`src/rtl/fifo_sync_param_if.sv`:
```
// fifo_sync_param_if: write/read handshake and status bundle of the parametrised sync FIFO.
// The producer/consumer side uses the master modport; the FIFO itself uses the slave modport.
interface fifo_sync_param_if #(
   parameter int unsigned pDataWidth = 8,
   parameter int unsigned pAddrWidth = 3
);

   localparam int unsigned cLevelW = pAddrWidth + 1;

   // Write side
   logic                  iWrEn;
   logic [pDataWidth-1:0] iWrData;
   logic                  oWrFull;
   logic                  oWrAlmostFull;

   // Read side
   logic                  iRdEn;
   logic [pDataWidth-1:0] oRdData;
   logic                  oRdValid;
   logic                  oRdEmpty;
   logic                  oRdAlmostEmpty;

   // Status / error reporting
   logic [cLevelW-1:0]    oLevel;
   logic                  oOverflow;
   logic                  oUnderflow;
   logic                  iClrFlags;

   // Producer/consumer view
   modport master (
      output iWrEn, iWrData, iRdEn, iClrFlags,
      input  oWrFull, oWrAlmostFull, oRdData, oRdValid, oRdEmpty, oRdAlmostEmpty,
             oLevel, oOverflow, oUnderflow
   );

   // FIFO view
   modport slave (
      input  iWrEn, iWrData, iRdEn, iClrFlags,
      output oWrFull, oWrAlmostFull, oRdData, oRdValid, oRdEmpty, oRdAlmostEmpty,
             oLevel, oOverflow, oUnderflow
   );

endinterface

```
`src/rtl/fifo_sync_param.sv`:
```
// fifo_sync_param: parametrised single-clock FIFO with occupancy count, almost-full/empty
// thresholds and sticky overflow/underflow flags.
// Optional macro FIFO_FWFT_EN selects first-word-fall-through reads (head word presented
// combinationally); without it the read port is a registered pop with a one-cycle oRdValid.
module fifo_sync_param #(
   parameter int unsigned pDataWidth   = 8,
   parameter int unsigned pAddrWidth   = 3,
   parameter int unsigned pAlmostFull  = 6,
   parameter int unsigned pAlmostEmpty = 1
) (
   input logic              iClk,
   input logic              iRst,
   fifo_sync_param_if.slave fifoBus
);

   localparam int unsigned cDepth  = 1 << pAddrWidth;
   localparam int unsigned cLevelW = pAddrWidth + 1;

   localparam logic [cLevelW-1:0]    cLevelMax   = cLevelW'(cDepth);
   localparam logic [cLevelW-1:0]    cAlmostFull = cLevelW'(pAlmostFull);
   localparam logic [cLevelW-1:0]    cAlmostEmpty = cLevelW'(pAlmostEmpty);
   localparam logic [pAddrWidth-1:0] cPtrOne     = pAddrWidth'(1);

   logic [pDataWidth-1:0] mem [cDepth];

   logic [pAddrWidth-1:0] wrPtr;
   logic [pAddrWidth-1:0] rdPtr;
   logic [cLevelW-1:0]    level;
   logic [cLevelW-1:0]    levelNext;

   logic full;
   logic almostFull;
   logic empty;
   logic almostEmpty;
   logic overflow;
   logic underflow;

   logic wrAccept;
   logic rdAccept;

   // Accept decisions use the status registered at cycle start, so a full FIFO never
   // takes a write and an empty one never gives a read, whatever the other side does.
   assign wrAccept = fifoBus.iWrEn && !full;
   assign rdAccept = fifoBus.iRdEn && !empty;

   // Next occupancy; simultaneous accepted write and read leave it unchanged.
   always_comb begin
      levelNext = level;
      if (wrAccept && !rdAccept) begin
         levelNext = level + cLevelW'(1);
      end else if (rdAccept && !wrAccept) begin
         levelNext = level - cLevelW'(1);
      end
   end

   // Pointers, level and status flags; flags are decoded from the next level so they
   // line up with the registered level in the same cycle.
   always_ff @(posedge iClk) begin
      if (iRst) begin
         wrPtr       <= '0;
         rdPtr       <= '0;
         level       <= '0;
         full        <= 1'b0;
         almostFull  <= 1'b0;
         empty       <= 1'b1;
         almostEmpty <= 1'b1;
      end else begin
         if (wrAccept) begin
            wrPtr <= wrPtr + cPtrOne;
         end
         if (rdAccept) begin
            rdPtr <= rdPtr + cPtrOne;
         end
         level       <= levelNext;
         full        <= (levelNext == cLevelMax);
         almostFull  <= (levelNext >= cAlmostFull);
         empty       <= (levelNext == '0);
         almostEmpty <= (levelNext <= cAlmostEmpty);
      end
   end

   // Sticky error flags; a new error in the clearing cycle keeps the flag set.
   always_ff @(posedge iClk) begin
      if (iRst) begin
         overflow  <= 1'b0;
         underflow <= 1'b0;
      end else begin
         overflow  <= (fifoBus.iWrEn && full)  || (overflow  && !fifoBus.iClrFlags);
         underflow <= (fifoBus.iRdEn && empty) || (underflow && !fifoBus.iClrFlags);
      end
   end

   // Storage array; contents are not reset, reset only discards them via the pointers.
   always_ff @(posedge iClk) begin
      if (wrAccept && !iRst) begin
         mem[wrPtr] <= fifoBus.iWrData;
      end
   end

`ifdef FIFO_FWFT_EN
   // Head word presented directly while not empty; iRdEn acknowledges it.
   assign fifoBus.oRdData  = empty ? '0 : mem[rdPtr];
   assign fifoBus.oRdValid = !empty;
`else
   logic [pDataWidth-1:0] rdData;
   logic                  rdValid;

   // Registered read: data lands the cycle after the pop and is held until the next pop.
   always_ff @(posedge iClk) begin
      if (iRst) begin
         rdData  <= '0;
         rdValid <= 1'b0;
      end else begin
         rdValid <= rdAccept;
         if (rdAccept) begin
            rdData <= mem[rdPtr];
         end
      end
   end

   assign fifoBus.oRdData  = rdData;
   assign fifoBus.oRdValid = rdValid;
`endif

   assign fifoBus.oWrFull        = full;
   assign fifoBus.oWrAlmostFull  = almostFull;
   assign fifoBus.oRdEmpty       = empty;
   assign fifoBus.oRdAlmostEmpty = almostEmpty;
   assign fifoBus.oLevel         = level;
   assign fifoBus.oOverflow      = overflow;
   assign fifoBus.oUnderflow     = underflow;

endmodule

```
`src/flat_wrapper.sv`:
```
// flat-port wrapper written by rule: the top's interface ports become plain ports
module fifo_sync_param_flat 
#(
   parameter int unsigned pDataWidth   = 8,
   parameter int unsigned pAddrWidth   = 3,
   parameter int unsigned pAlmostFull  = 6,
   parameter int unsigned pAlmostEmpty = 1
)
  (iClk, iRst, fifoBus_iWrEn, fifoBus_iWrData, fifoBus_iRdEn, fifoBus_iClrFlags, fifoBus_oWrFull, fifoBus_oWrAlmostFull, fifoBus_oRdData, fifoBus_oRdValid, fifoBus_oRdEmpty, fifoBus_oRdAlmostEmpty, fifoBus_oLevel, fifoBus_oOverflow, fifoBus_oUnderflow);
  fifo_sync_param_if #(.pDataWidth(pDataWidth), .pAddrWidth(pAddrWidth)) fifoBus_i ();
  input logic iClk;
  input logic iRst;
  input wire logic [$bits(fifoBus_i.iWrEn)-1:0] fifoBus_iWrEn;
  input wire logic [$bits(fifoBus_i.iWrData)-1:0] fifoBus_iWrData;
  input wire logic [$bits(fifoBus_i.iRdEn)-1:0] fifoBus_iRdEn;
  input wire logic [$bits(fifoBus_i.iClrFlags)-1:0] fifoBus_iClrFlags;
  output wire logic [$bits(fifoBus_i.oWrFull)-1:0] fifoBus_oWrFull;
  output wire logic [$bits(fifoBus_i.oWrAlmostFull)-1:0] fifoBus_oWrAlmostFull;
  output wire logic [$bits(fifoBus_i.oRdData)-1:0] fifoBus_oRdData;
  output wire logic [$bits(fifoBus_i.oRdValid)-1:0] fifoBus_oRdValid;
  output wire logic [$bits(fifoBus_i.oRdEmpty)-1:0] fifoBus_oRdEmpty;
  output wire logic [$bits(fifoBus_i.oRdAlmostEmpty)-1:0] fifoBus_oRdAlmostEmpty;
  output wire logic [$bits(fifoBus_i.oLevel)-1:0] fifoBus_oLevel;
  output wire logic [$bits(fifoBus_i.oOverflow)-1:0] fifoBus_oOverflow;
  output wire logic [$bits(fifoBus_i.oUnderflow)-1:0] fifoBus_oUnderflow;
  assign fifoBus_i.iWrEn = fifoBus_iWrEn;
  assign fifoBus_i.iWrData = fifoBus_iWrData;
  assign fifoBus_i.iRdEn = fifoBus_iRdEn;
  assign fifoBus_i.iClrFlags = fifoBus_iClrFlags;
  assign fifoBus_oWrFull = fifoBus_i.oWrFull;
  assign fifoBus_oWrAlmostFull = fifoBus_i.oWrAlmostFull;
  assign fifoBus_oRdData = fifoBus_i.oRdData;
  assign fifoBus_oRdValid = fifoBus_i.oRdValid;
  assign fifoBus_oRdEmpty = fifoBus_i.oRdEmpty;
  assign fifoBus_oRdAlmostEmpty = fifoBus_i.oRdAlmostEmpty;
  assign fifoBus_oLevel = fifoBus_i.oLevel;
  assign fifoBus_oOverflow = fifoBus_i.oOverflow;
  assign fifoBus_oUnderflow = fifoBus_i.oUnderflow;
  fifo_sync_param #(.pDataWidth(pDataWidth), .pAddrWidth(pAddrWidth), .pAlmostFull(pAlmostFull), .pAlmostEmpty(pAlmostEmpty)) u_core (.iClk(iClk), .iRst(iRst), .fifoBus(fifoBus_i));
endmodule
```
`config.mk`:
```
export PLATFORM = sky130hd
export DESIGN_NAME = fifo_sync_param_flat
export DESIGN_NICKNAME = d
export VERILOG_FILES = /design/src/rtl/fifo_sync_param_if.sv /design/src/rtl/fifo_sync_param.sv /design/src/flat_wrapper.sv
export SDC_FILE = /design/constraint.sdc
export NUM_CORES = 1
export LEC_CHECK = 0
export CAP_MARGIN = 20
export CORE_MARGIN = 3
export CORE_UTILIZATION = 50
export DETAILED_ROUTE_END_ITERATION = 10
export GPL_TIMING_DRIVEN = 0
export HOLD_SLACK_MARGIN = 0.03
export PLACE_DENSITY = 0.71
export SLEW_MARGIN = 0
export SYNTH_ARGS = -nofsm -noshare
export SYNTH_HDL_FRONTEND = slang
export SYNTH_SLANG_ARGS = --single-unit
```
`constraint.sdc`:
```
create_clock -name iClk -period 2.8 [get_ports iClk]
set_clock_uncertainty 0.2 [all_clocks]
set_input_delay 0.42 -clock iClk [delete_from_list [all_inputs] [get_ports iClk]]
set_output_delay 0.42 -clock iClk [all_outputs]
set_load 0.005 [all_outputs]
```
==> impl_metrics.yaml <==
critical_path:
  crit_type: "in -> reg"
  setup.worst_path.start: "fifoBus_iWrEn"
  critPathMaxFanout: 9
  r2r_cells: 3
  crit_end: "u_core.mem[6][4]$_DFFE_PP_"
  worstPathArrival_ns: 2.06
  cp-start-kind: "input port"
  r2r_end: "u_core.mem[2][3]$_DFFE_PP_"
  required_ns: 2.59
  rr_startpoint: "u_core.fifoBus.oWrFull$_SDFF_PP0_"
  worst_setup_path_end_kind: "register"
  r2r_slack_ns: 0.81
drt:
  antenna_left: 0
  wl_um: 6370
  first_iter_violations: 118
  wl_per_cell_um: 17.7
  vias: 1892
  route.detailed.drc: 0
  first_pass_iters: 4
  viasPerCell: 5.26
clock_network:
  cts_hold_buffers: 0
  cts_max_level: 3
  cts_tree: "done"
  clkSinkCount: 89
  post_cts_buffers: 0
  insertion_delay_ns: 0.36
  path_clk_slew_ns: 0.08
  cts_buffers: 9
  cts_max_path_buffers: 2
  clk_root_buffer_cell: "clkbuf_8"
  cts_resized: 0
status:
  status: "complete, no violations"
logic_synthesis:
  synth_cells: 216
  synth-seq-cells: 89
  synth.distinct_cells: 38
  ys_seq_area_share_pct: 68.8
  synth.cell_area_um2: 3520
  synthFlopType: "edfxtp_1"
  syn-num-nets: 233
  yosys_warnings: 0
  async_reset_ff_share_pct: 0
  avgSynthCellArea_um2: 16.3
  synth_edf_count: 64
die:
  start_util_pct: 53.4
  ios: 32
  die_x_um: 89.9
  dieArea_um2: 8090
  die_y_um: 89.9
  floorplan.core_area_um2: 6600
  rows: 29
sta:
  fin_ws_ns: 0.532
  post-route-period-util_pct: 81.0
  holdWs_ns: 0.259
  setup_tns_ns: 0
  rsz0062_at_grt: "no"
  period_needed_ns: 2.27
  maxSlewHeadroom_pct: 44.8
  setup_viol: 0
  max_freq_mhz: 441
  hold_viol_final: 0
  slew_viol_final: 0
  worstMarginPinSlew_ns: 0.825
place:
  gp_congestion: 0.714
  dp_slack_ns: 0.138
  hpwl_um: 4570
  io_buffers: 30
  dp.cells: 344
global_routing:
  grt.total_usage_pct: 16.7
  grt_pass1_wl_um: 10200
  grt_start_max_net_pins: 17
  grt.overflow.total: 0
  grt_pass1_vias: 1907
  antenna_found_initial: 0
hold_path:
  hold_class: "in -> reg"
power_and_ir_drop:
  p_per_area_nw_per_um2: 779
  power_leakage_nw: 1.43
  peakVddDrop_v: 0.000581
layout:
  layout.cells.non_filler: 360
  antenna_cells: 0
  utilization_pct: 63.7
  layout.nets: 279
  final_layout_size_suffix_gt1_share_pct: 21.0
  final_cell_mix: "edfxtp_1, clkdlybuf4s50_1, dfxtp_1"
  syn_to_final_growth_pct: 19.4
  final_common_cell: "edfxtp_1"
run:
  maxCapViolations: 0
## per-layer routing
layer	vias up	routed length, um	part of all wire, %	global-route usage (%)
met1	926	2970	47	22.9
met2	48	3030	48	25.9
met5	-	0	0	0
li1	910	-	-	-
met3	8	259	4.1	3.42
met4	0	108	1.7	8.04
## sequential cells by signal, indices dropped and copies added, names as in the netlist
name / flops
u_core.fifoBus.oOverflow: 1
u_core.fifoBus.oWrFull: 1
u_core.fifoBus.oUnderflow: 1
u_core.fifoBus.oRdEmpty: 1
u_core.wrPtr: 3
u_core.fifoBus.oRdAlmostEmpty: 1
u_core.fifoBus.oLevel: 4
u_core.fifoBus.oRdValid: 1
u_core.fifoBus.oWrAlmostFull: 1
u_core.mem: 64
u_core.rdPtr: 3
u_core.fifoBus.oRdData: 8
## per-stage QoR
| step | area (um^2) | power (mW) |
|---|---|---|
| after floorplan | 3520 | 2.06 |
| after global placement | 3940 | 2.32 |
| after detailed placement | 3980 | 2.34 |
| after CTS | 4210 | 3.31 |
| after global routing | 4210 | 3.44 |
| final | 4210 | 3.28 |
## layout make-up
| class | count | area, um^2 |
|---|---|---|
| clock buffer | 10 | 128 |
| timing repair buffer | 35 | 330 |
| buffer | 11 | 71.3 |
| clock inverter | 6 | 97.6 |
| tap | 93 | 116 |
| fill | 493 | 2400 |
| sequential | 89 | 2420 |
| multi-input combinational | 109 | 1020 |
| inverter | 7 | 26.3 |
## cell families after synthesis
group                      count (synthesis)  synth area share (%)
AOI/OAI and AO/OA                         18                  3.91
and+or+nand+nor                           53                  7.67
buffers and inverters                     18                  2.77
muxes                                     26                  13.4
DFF                                       89                  68.7
xor gates and xnor gates                   7                  1.74
adders and majority gates                  5                  1.74
## synth_stat cells, drive strengths merged, types with 3 or more instances
| cell type | count | share of area (%) |
|---|---|---|
| edfxtp | 64 | 55 |
| dfxtp | 25 | 14 |
| nor2 | 24 | 2.8 |
| mux4 | 16 | 10 |
| mux2i | 10 | 3.2 |
| nand2 | 10 | 1.1 |
| buf | 9 | 1.8 |
| a211oi | 8 | 1.7 |
| inv | 7 | 0.75 |
| nor3 | 5 | 0.71 |
| a22oi | 4 | 0.99 |
| ha | 4 | 1.4 |
| xnor2 | 4 | 0.99 |
| a21oi | 3 | 0.43 |
| nor2b | 3 | 0.75 |
| xor2 | 3 | 0.75 |
## worst min-delay path by stage
| stage | start | end | slack (ns) | cells past startpoint |
|---|---|---|---|---|
| after floorplan | u_core.fifoBus.oOverflow$_SDFF_PP0_ | u_core.fifoBus.oOverflow$_SDFF_PP0_ | 0.29 | 2 |
| after global placement | u_core.fifoBus.oOverflow$_SDFF_PP0_ | u_core.fifoBus.oOverflow$_SDFF_PP0_ | 0.27 | 2 |
| after detailed placement | u_core.fifoBus.oOverflow$_SDFF_PP0_ | u_core.fifoBus.oOverflow$_SDFF_PP0_ | 0.28 | 2 |
| after CTS | iRst | u_core.fifoBus.oLevel[1]$_SDFF_PP0_ | 0.25 | 3 |
| after global routing | iRst | u_core.fifoBus.oLevel[0]$_SDFF_PP0_ | 0.31 | 3 |
| final | iRst | u_core.fifoBus.oLevel[1]$_SDFF_PP0_ | 0.26 | 3 |
## where the power goes
| group | internal [mW] | switching [mW] |
|---|---|---|
| Combinational | 0.397 | 0.328 |
| Sequential | 1.51 | 0.0653 |
| Clock | 0.517 | 0.461 |
## worst max-delay path, stage by stage
cell and delay [ns]:
clkdlybuf4s50_1 0.53, nor2b_4 0.16, buf_6 0.14, nand2_1 0.13, nor2_1 0.68
Power figures use the tool's default switching activity.
